**config.mk**
```make
export PLATFORM = sky130hd
export DESIGN_NAME = keystream_xor
export DESIGN_NICKNAME = d
export VERILOG_FILES = /design/src/rtl/keystream_xor.sv
export SDC_FILE = /design/constraint.sdc
export NUM_CORES = 1
export LEC_CHECK = 0
export BUFFER_PORTS_ARGS = -buffer_cell sky130_fd_sc_hd__buf_2
export CAP_MARGIN = 15
export CORE_MARGIN = 1.5
export CORE_UTILIZATION = 58
export DETAILED_ROUTE_END_ITERATION = 12
export PLACE_DENSITY = 0.8
export SETUP_SLACK_MARGIN = 0.5
export SLEW_MARGIN = 10
export SYNTH_ARGS = -nofsm -noshare
export SYNTH_HDL_FRONTEND = slang
export SYNTH_SLANG_ARGS = --single-unit
```
**constraint.sdc**
```tcl
create_clock -name clk -period 4.6 [get_ports clk]
set_input_delay 0.46 -clock clk [delete_from_list [all_inputs] [get_ports clk]]
set_output_delay 0.46 -clock clk [all_outputs]
set_load 0.01 [all_outputs]
```
**src/rtl/keystream_xor.sv**
```systemverilog
// keystream_xor: stream-cipher combiner.
// Buffers keystream words in a left-aligned bit reservoir and XORs one
// keystream byte into each plaintext byte. The same path decrypts.
// Optional feature macro: KSX_COUNT_EN adds the 16-bit byte_count output.
// Reset is asynchronous and active-low on port 'reset'.
module keystream_xor #(
  parameter int KS_WIDTH = 22,
  parameter int BUF_BITS = 32
) (
  input  logic                clk,
  input  logic                reset,
  input  logic [KS_WIDTH-1:0] ks_word,
  input  logic                ks_valid,
  output logic                ks_ready,
  input  logic                flush,
  input  logic [7:0]          pt_data,
  input  logic                pt_valid,
  output logic                pt_ready,
  output logic [7:0]          ct_data,
  output logic                ct_valid,
  input  logic                ct_ready
`ifdef KSX_COUNT_EN
  ,
  output logic [15:0]         byte_count
`endif
);

  // Counter width holds 0..BUF_BITS; comparisons use one extra bit so that
  // cnt + KS_WIDTH cannot overflow.
  localparam int CW  = $clog2(BUF_BITS + 1);
  localparam int CW1 = CW + 1;
  localparam int PAD = BUF_BITS - KS_WIDTH;

  localparam logic [CW1-1:0] KS_W  = CW1'(KS_WIDTH);
  localparam logic [CW1-1:0] BUF_W = CW1'(BUF_BITS);
  localparam logic [CW-1:0]  BYTE  = CW'(8);
  localparam logic [CW-1:0]  KS_C  = CW'(KS_WIDTH);

  // State
  logic [BUF_BITS-1:0] buf_reg;
  logic [BUF_BITS-1:0] buf_next;
  logic [CW-1:0]       cnt_reg;
  logic [CW-1:0]       cnt_next;
  logic                run_reg;
  logic [7:0]          ct_data_reg;
  logic [7:0]          ct_data_next;
  logic                ct_valid_reg;
  logic                ct_valid_next;

  // Handshake and datapath helpers
  logic                ks_fire;
  logic                pt_fire;
  logic                ct_take;
  logic [7:0]          ks_byte;
  logic [BUF_BITS-1:0] buf_shift;
  logic [CW-1:0]       cnt_shift;
  logic [BUF_BITS-1:0] ks_placed;
  logic [BUF_BITS-1:0] keep_mask;

  // ks_ready looks at the pre-shift count: a word is only taken when it would
  // fit even without the same-cycle byte consumption, so nothing is dropped.
  assign ks_ready = run_reg & (({1'b0, cnt_reg} + KS_W) <= BUF_W);
  assign pt_ready = run_reg & ~flush & (cnt_reg >= BYTE) &
                    (~ct_valid_reg | ct_ready);

  assign ks_fire = ks_valid & ks_ready;
  assign pt_fire = pt_valid & pt_ready;
  assign ct_take = ct_valid_reg & ct_ready;

  // Oldest eight buffered bits form the next keystream byte.
  assign ks_byte = buf_reg[BUF_BITS-1 -: 8];

  assign ct_data  = ct_data_reg;
  assign ct_valid = ct_valid_reg;

  // Post-consumption view of the reservoir: the append is applied on top.
  assign buf_shift = pt_fire ? (buf_reg << 8) : buf_reg;
  assign cnt_shift = pt_fire ? (cnt_reg - BYTE) : cnt_reg;

  // New word left-aligned, then moved down to sit right after valid bits.
  assign ks_placed = {ks_word, {PAD{1'b0}}} >> cnt_shift;

  // Per-bit mask of the bits still valid after the shift (top cnt_shift bits).
  genvar gi;
  generate
    for (gi = 0; gi < BUF_BITS; gi++) begin : g_keep
      assign keep_mask[gi] = (CW1'(BUF_BITS - 1 - gi) < {1'b0, cnt_shift});
    end
  endgenerate

  // Reservoir next-state: flush wins, otherwise shift then append.
  always_comb begin
    buf_next = buf_shift;
    cnt_next = cnt_shift;
    if (flush) begin
      buf_next = '0;
      cnt_next = '0;
    end else if (ks_fire) begin
      buf_next = (buf_shift & keep_mask) | ks_placed;
      cnt_next = cnt_shift + KS_C;
    end
  end

  // Output register next-state: a new byte replaces, an accept alone clears.
  always_comb begin
    ct_data_next  = ct_data_reg;
    ct_valid_next = ct_valid_reg;
    if (pt_fire) begin
      ct_data_next  = pt_data ^ ks_byte;
      ct_valid_next = 1'b1;
    end else if (ct_take) begin
      ct_valid_next = 1'b0;
    end
  end

  // run holds both ready outputs low through the first edge after reset.
  always_ff @(posedge clk or negedge reset) begin
    if (!reset) begin
      run_reg <= 1'b0;
    end else begin
      run_reg <= 1'b1;
    end
  end

  // Reservoir bits and valid-bit count.
  always_ff @(posedge clk or negedge reset) begin
    if (!reset) begin
      buf_reg <= '0;
      cnt_reg <= '0;
    end else begin
      buf_reg <= buf_next;
      cnt_reg <= cnt_next;
    end
  end

  // Registered result byte; no combinational path from pt_data to ct_data.
  always_ff @(posedge clk or negedge reset) begin
    if (!reset) begin
      ct_data_reg  <= 8'h00;
      ct_valid_reg <= 1'b0;
    end else begin
      ct_data_reg  <= ct_data_next;
      ct_valid_reg <= ct_valid_next;
    end
  end

`ifdef KSX_COUNT_EN
  logic [15:0] byte_count_reg;

  // Completed-byte counter; wraps naturally and ignores flush.
  always_ff @(posedge clk or negedge reset) begin
    if (!reset) begin
      byte_count_reg <= 16'h0000;
    end else if (pt_fire) begin
      byte_count_reg <= byte_count_reg + 16'h0001;
    end
  end

  assign byte_count = byte_count_reg;
`endif

endmodule
```
## Word-level counts from Yosys, hierarchy flattened

Cells that the tools add are included.

- Word-level logic and storage cells: 65
- Register bits after elaboration: 48
- Input bits: 36

- Mux-type cells: 8
- Bitwise gates (word level): 13
- $add $sub $neg: 3
- Order comparisons: 34
- Shift-type cells: 1
- Reductions and logical operators: 1

Operators by type and width:

| cell | count |
|---|---|
| 5-bit by 6-bit < comparator with 1-bit output, first input constant | 16 |
| 32-bit two-way mux | 3 |
| 4-bit by 6-bit < comparator with 1-bit output, first input constant | 8 |
| 32-bit bitwise AND | 1 |
| 32-bit bitwise OR | 1 |
| 32-bit by 6-bit right shift with 32-bit output | 1 |
| 3-bit by 6-bit < comparator with 1-bit output, first input constant | 4 |
| 6-bit two-way mux | 3 |
| 1-bit by 6-bit < comparator with 1-bit output, first input constant | 2 |
| 2-bit by 6-bit < comparator with 1-bit output, first input constant | 2 |
| 8-bit bitwise XOR | 1 |
| 6-bit by 5-bit adder with 7-bit output, second input constant | 1 |
| 1-bit bitwise AND | 7 |
| 7-bit by 6-bit <= comparator with 1-bit output, second input constant | 1 |
| 6-bit by 5-bit adder with 6-bit output, second input constant | 1 |
| 6-bit by 4-bit greater-or-equal comparator with 1-bit output, second input constant | 1 |
| 6-bit by 4-bit subtractor with 6-bit output, second input constant | 1 |
| 1-bit two-way mux | 2 |
| 1-bit inverter | 2 |
| 2-bit nonzero test | 1 |
| 1-bit bitwise OR | 1 |

## Depth between registers and ports, before layout

Gate-level depths: netlist of the first run.

- Word-level depth: 11
- Gate-level depth with buffers: 13
- Gate-level depth less buffers: 8

## Least setup slack after synthesis of the first run

OpenSTA, ideal clock, no wires.

- Kind: reg2reg
- Start point: reg cnt_reg[1]
- End point: reg buf_reg[18]
- Clock period less this slack: 3284 ps
- Required time: 4499 ps
- Arrival: 3184 ps
- Path buffers: 4
- Stages on the path, launching flop included: 13
- Setup slack: 1316 ps
- Setup time: 101 ps
- Cells stage by stage: dfrtp_1 clkbuf_1 inv_1 clkbuf_1 clkbuf_1 ha_1 a2111o_1 nand4_1 a21oi_1 buf_2 nor2_1 or3b_2 o32ai_1

- Word-level cells in the longest chain between the ends: 10
- Elaborated cells between the ends (all ways): 17

RTL lines:

| item | RTL line | RTL |
|---|---|---|
| start: declaration | 42 | `logic [CW-1:0] cnt_reg;` |
| start signal: assignment | 132 | `cnt_reg <= cnt_next;` |
| 6-bit by 4-bit greater-or-equal comparator with 1-bit output | 63 | `assign pt_ready = run_reg & ~flush & (cnt_reg >= BYTE) &` |
| 1-bit bitwise AND (2 in a row) | 63 |  |
| 1-bit bitwise AND | 67 | `assign pt_fire = pt_valid & pt_ready;` |
| 6-bit two-way mux | 78 | `assign cnt_shift = pt_fire ? (cnt_reg - BYTE) : cnt_reg;` |
| 4-bit by 6-bit < comparator with 1-bit output | 87 | `assign keep_mask[gi] = (CW1'(BUF_BITS - 1 - gi) < {1'b0, cnt_shift});` |
| 32-bit bitwise AND | 99 | `buf_next = (buf_shift & keep_mask) \| ks_placed;` |
| 32-bit bitwise OR | 99 |  |
| 32-bit two-way mux (*) | 98 | `end else if (ks_fire) begin` |
| 32-bit two-way mux (*) | 95 | `if (flush) begin` |
| named net buf_next[18] | 41 | `logic [BUF_BITS-1:0] buf_next;` |
| end signal: assignment | 131 | `buf_reg <= buf_next;` |
| end: declaration | 40 | `logic [BUF_BITS-1:0] buf_reg;` |

The timed path passes the listed nets; every way through them passes the cells marked *.
A chain may end at the register's enable or synchronous reset.

## Worst setup path after layout of the first run

- Start point: reg cnt_reg[2]
- End point: reg buf_reg[15]

- Word-level cells in the longest chain between the ends: 10
- Elaborated cells between the ends (all ways): 17

RTL lines:

| item | RTL line |
|---|---|
| 6-bit by 4-bit greater-or-equal comparator with 1-bit output | 63 |
| 1-bit bitwise AND (2 in a row) | 63 |
| 1-bit bitwise AND | 67 |
| 6-bit two-way mux | 78 |
| 5-bit by 6-bit < comparator with 1-bit output | 87 |
| 32-bit bitwise AND | 99 |
| 32-bit bitwise OR | 99 |
| 32-bit two-way mux (*) | 98 |
| 32-bit two-way mux (*) | 95 |
| named net buf_next[15] | 41 |

Marked as above.

==> results of run 1 <==
==> how the worst max path moves through the flow <==
| stage | from | slack [ps] | depth (start not counted) | end |
|---|---|---|---|---|
| finish | cnt_reg[2] | 980 | 10 | buf_reg[15] |
| global route | cnt_reg[2] | 850 | 10 | buf_reg[21] |
| CTS | cnt_reg[2] | 1030 | 10 | buf_reg[2] |
| detailed placement | cnt_reg[2] | 1050 | 10 | buf_reg[2] |
| global placement | cnt_reg[2] | 1200 | 10 | buf_reg[7] |
| floorplan | cnt_reg[1] | 1320 | 12 | buf_reg[18] |
==> where the power goes <==
group	internal [mW]	switching [mW]	total (mW)	leakage (nW)
clock	0.109	0.157	0.266	0.0408
sequential	0.481	0.0427	0.524	0.633
combinational	0.212	0.339	0.551	1.08
==> cells in the mapped netlist (4+ instances only) <==
| library cell | n |
|---|---|
| mux2_2 | 12 |
| nand2_1 | 71 |
| o211ai_1 | 4 |
| nor2b_1 | 4 |
| a221oi_1 | 6 |
| a211o_1 | 5 |
| clkbuf_1 | 20 |
| inv_1 | 4 |
| o21ai_0 | 19 |
| and2_1 | 5 |
| a21oi_1 | 18 |
| nor3_1 | 12 |
| nand3_1 | 4 |
| a211oi_1 | 11 |
| dfrtp_1 | 47 |
| mux2i_1 | 36 |
| buf_2 | 9 |
| o31ai_1 | 5 |
| or4_1 | 4 |
| xnor2_1 | 11 |
| o32ai_1 | 6 |
| a21o_1 | 4 |
| a32o_1 | 4 |
| nor2_1 | 35 |
==> cell type report <==
| type | instances | area, um2 |
|---|---|---|
| Fill cell | 503 | 1982 |
| Timing Repair Buffer | 55 | 317.8 |
| Inverter | 6 | 22.52 |
| Sequential cell | 47 | 1176 |
| Clock inverter | 3 | 23.77 |
| Tap cell | 75 | 93.84 |
| Clock buffer | 5 | 68.82 |
| Multi-Input combinational cell | 328 | 2201 |
==> layer usage <==
metal / part of all wire, % / global-route usage [%] / wire (um) / vias up
met5: 0 / 0 / 0 / -
met2: 45 / 45.83 / 4152 / 196
met3: 8.5 / 5.843 / 788 / 32
met1: 44 / 42.60 / 4140 / 1539
li1: - / - / - / 1576
met4: 2.5 / 8.448 / 232 / 0
==> logic make-up after synthesis <==
family,after synthesis,synth area share (%)
DFF,47,33.43
AOI/OAI and AO/OA,109,23.69
other,1,0.1066
muxes,48,14.08
buffers and inverters,37,4.480
xor gates and xnor gates,12,2.987
and+or+nand+nor,155,20.16
adders and majority gates,3,1.067
==> qor.yml, run 1 <==
cpMaxStageDelayCell: "a2111oi_0"
stdcell_count: 519
grt_antenna_before_repair: 0
grt_overflow_total: 0
synth_cells: 412
grt_max_degree: 52
finalSetupViolCount: 0
detail-route-antenna-nets: 0
grt_pass1_wl_um: 15020
power.density_mw_per_mm2: 343.5
regToRegSetupSlack_ps: 980
setup_tns_ps: 0
ys_seq_area_share_pct: 33.43
vias: 3343
clk_pin_slew_ps: 100
r2r_end: "buf_reg[15]"
min_period_ps: 3619
cts_resized: 0
tightest_slew_ps: 974.1
end_kind: "flop"
hold_slack_ps: 159.9
r2r_start: "cnt_reg[2]"
max_stage_delay_ps: 570
peakVddDrop_mv: 0.2535
first_global_vias: 2956
drt-vias-per-instance: 6.441
worstSkewPairLatency_ps: 310
core_area_mm2: 0.005886
postCtsSetupRepairBufs: 0
dp_cells: 510
ys_top_cells_by_area: "dfrtp_1, mux2i_1, nand2_1"
drive_above_1_share_pct: 20.05
antennaDiodeCount: 0
cp_data_required_time_ps: 4850
cts_buffers: 5
dr.first_iter.drc_count: 313
arrival_ps: 3870
p_total_mw: 1.341
post-route-util_pct: 66.33
die_h_um: 80.89
io_pins: 47
crit_path_start_kind: "flop"
crit_type: "flop to flop"
cts_sinks: 47
crit_buf_inv: 3
min_period_over_period_pct: 78.67
rows: 28
max-cap-violations: 0
synth-seq-cells: 47
synth-main-ff-cell: "dfrtp_1"
final_common_cell: "nand2_1"
numPortBuffers: 46
dieArea_mm2: 0.006542
finalHoldViolations: 0
p_leak_nw: 1.756
crit_chain: "buf_4 -> clkinv_1 -> ha_1 -> or3b_1 -> a211oi_2 -> o311ai_1 -> buf_4 -> or2_1 -> a2111oi_0 -> a211o_1"
synth_edf_count: 0
grt_usage_pct: 29.85
wl_um: 9314
cp_max_fo: 28
dr.pass1.iters: 7
mostFrequentLayoutCells: "nand2_1, dfrtp_1, buf_2"
syn_area_mm2: 0.003518
cts_max_level: 2
post-place-ws_ps: 1046
cts_tree: "done"
skew_ps: 10.05
ys_types: 58
rsz0062_at_grt: "false"
syn-num-nets: 451
slew_violations: 0
final_nets: 482
synth_top_area_cell: "dfrtp_1"
largest_reg_flops: 32
cpLargestDelayFamily: "compound AO/OA/AOI/OAI gates"
cts_hold_buf: 0
async_reset_ff_share_pct: 100.0
wl_per_cell_um: 17.95
post_dp_cell_area_mm2: 0.003784
critPathMostFrequentCell: "buf_4"
synth_top_cell_area_share_pct: 33.43
syn_area_per_cell_um2: 8.540
yosysWarnings: 0
clockBufferDepth: 2
worstRegToRegCells: 10
clock-root-buffer: "clkbuf_8"
syn_to_final_growth_pct: 10.95
start_util_pct: 59.78
fin_ws_ps: 981.4
drc: 0
die_x_um: 80.89
hold_class: "input port to asynchronous set/reset pin"
fin_area_mm2: 0.003904
status: "completed"
place.gp.congestion: 0.9567
slew-limit-headroom_pct: 34.82
fmax_mhz: 276.4
place_hpwl_um: 6705
(Power assumes the default switching activity.)
==> run 2: changes to the inputs <==
CORE_UTILIZATION = 53   (was 58)
PLACE_DENSITY = 0.77   (was 0.8)
clock period = 3.2 ns   (was 4.6 ns; I/O delays follow)
==> qor.yml, run 2 (synthesis results as in run 1) <==
dieArea_mm2: 0.007136  # was 0.006542 mm2
setup_tns_ps: 0  # unchanged
min_period_ps: 2602  # was 3619 ps
post_dp_cell_area_mm2: 0.003920  # was 0.003784 mm2
skew_ps: 6.839  # was 10.05 ps
rows: 29  # was 28
nFillCells: 519  # was 503
crit_chain: "inv_1 -> ha_2 -> a2111o_1 -> nand4_1 -> a21oi_4 -> buf_4 -> nor2_1 -> or3b_2 -> o32ai_1"  # was buf_4 -> clkinv_1 -> ha_1 -> or3b_1 -> a211oi_2 -> o311ai_1 -> buf_4 -> or2_1 -> a2111oi_0 -> a211o_1
drt-vias-per-instance: 6.260  # was 6.441
dp_cells: 520  # was 510
worstSkewPairLatency_ps: 300  # was 310 ps
holdCritStartpoint: "pt_data[3]"
wl_per_cell_um: 17.49  # was 17.95 um
min_to: "ct_data[3]"
arrival_ps: 2800  # was 3870 ps
cpLargestDelayFamily: "simple AND/OR/NAND/NOR gates"  # was compound AO/OA/AOI/OAI gates
rsz0062_at_grt: "true"  # was false
dr.first_iter.drc_count: 283  # was 313
final_nets: 503  # was 482
power.density_mw_per_mm2: 478.0  # was 343.5 mW/mm2
min_period_over_period_pct: 81.30  # was 78.67%
finalSetupViolCount: 0  # unchanged
io_pins: 47  # unchanged
hold_class: "input port to flop"  # was input port to asynchronous set/reset pin
p_leak_nw: 1.879  # was 1.756 nW
start_util_pct: 55.09  # was 59.78%
fmax_mhz: 384.4  # was 276.4 MHz
crit_path_start_kind: "flop"  # unchanged
cts_sinks: 47  # unchanged
r2r_end: "buf_reg[18]"  # was buf_reg[15]
antennaDiodeCount: 0  # unchanged
whs_path_depth: 3
place_hpwl_um: 6799  # was 6705 um
fin_area_mm2: 0.004182  # was 0.003904 mm2
grt_antenna_before_repair: 0  # unchanged
clock-root-buffer: "clkbuf_8"  # unchanged
grt_max_degree: 50  # was 52
cp_data_required_time_ps: 3400  # was 4850 ps
core_area_mm2: 0.006386  # was 0.005886 mm2
drive_above_1_share_pct: 26.88  # was 20.05%
dr.pass1.iters: 5  # was 7
die_x_um: 84.48  # was 80.89 um
drc: 0  # unchanged
max_stage_delay_ps: 470  # was 570 ps
numPortBuffers: 46  # unchanged
vias: 3393  # was 3343
grt_pass1_wl_um: 15480  # was 15020 um
mostFrequentLayoutCells: "nand2_1, dfrtp_1, buf_2"  # unchanged
register_area_mm2: 0.001177  # was 0.001176 mm2
worstRegToRegCells: 9  # was 10
regToRegSetupSlack_ps: 600  # was 980 ps
grt_usage_pct: 26.57  # was 29.85%
grt_overflow_total: 0  # unchanged
peakVddDrop_mv: 0.2915  # was 0.2535 mV
final_common_cell: "nand2_1"  # unchanged
max-cap-violations: 0  # unchanged
r2r_start: "cnt_reg[4]"  # was cnt_reg[2]
detail-route-antenna-nets: 0  # unchanged
crit_buf_inv: 2  # was 3
clockBufferDepth: 2  # unchanged
slew_violations: 0  # unchanged
syn_to_final_growth_pct: 18.85  # was 10.95%
cpMaxStageDelayCell: "or3b_2"  # was a2111oi_0
wl_um: 9481  # was 9314 um
end_kind: "flop"  # unchanged
cts_tree: "done"  # unchanged
first_global_vias: 3143  # was 2956
cp_max_fo: 15  # was 28
die_h_um: 84.48  # was 80.89 um
cts_max_level: 2  # unchanged
stdcell_count: 542  # was 519
multi_input_area_mm2: 0.002316  # was 0.002201 mm2
clk_pin_slew_ps: 90  # was 100 ps
place.gp.congestion: 0.9143  # was 0.9567
slew-limit-headroom_pct: 47.21  # was 34.82%
cts_buffers: 5  # unchanged
finalHoldViolations: 0  # unchanged
crit_type: "flop to flop"  # unchanged
largest_reg_flops: 32  # unchanged
status: "completed"  # unchanged
tightest_slew_ps: 785.8  # was 974.1 ps
-- run 2: metal layers --
layer	up-vias	GRT usage (%)	wire length (um)
met4	0	7.185	168
li1	1620	-	-
met1	1586	37.35	4200
met5	-	0	0
met2	171	42.33	4289
met3	16	5.015	822
-- run 2: worst max-delay path by stage --
stage               startpoint           to  slack [ps]  cells past startpoint
detailed placement  cnt_reg[3]  buf_reg[18]         330                      8
CTS                 cnt_reg[3]  buf_reg[16]         500                      8
global route        cnt_reg[4]  buf_reg[18]         470                      9
floorplan           cnt_reg[1]  buf_reg[20]         480                     12
finish              cnt_reg[4]  buf_reg[18]         600                      9
global placement    cnt_reg[3]  buf_reg[21]         380                      9
-- run 2: area by class of cell --
class                      instances  share of cell area [%]
sequential                        47                   28.16
timing repair buffer              76                   11.37
tap                               77                   2.304
multi-input combinational        328                   55.39
clock buffer                       5                   1.646
clock inverter                     3                  0.4488
inverter                           6                  0.6882
-- run 2: per-stage QoR --
stage	power (mW)	hold slack, ps	setup slack [ps]	utilization (%)
finish	1.999	287.4	598.4	65.48
global route	2.119	302.8	466.7	65.48
CTS	1.949	236.8	500.6	63.32
detailed placement	1.578	464.6	327.7	61.38
global placement	1.557	456.2	379.5	61.38
floorplan	1.341	24.41	479.4	-
-- run 2: worst register-to-register path, stage by stage (launching register included) --
cell and delay (ps):
dfrtp_1 390, inv_1 120, ha_2 240, a2111o_1 220, nand4_1 250, a21oi_4 320
buf_4 250, nor2_1 80, or3b_2 470, o32ai_1 160
-- run 2: power breakdown --
part           switching, mW  leakage [nW]  total, mW  internal, mW
Sequential            0.0579         0.631      0.750         0.692
Clock                  0.211        0.0483      0.366         0.154
Combinational          0.520          1.20      0.883         0.363
-- run 2: timing repair --
item	CTS	global route
pin swaps	0	5
hold buffers	0	1
endpoints found under the hold margin	0	11
resized for setup	9	6
setup buffers	0	12
endpoints found under the setup margin	26	26
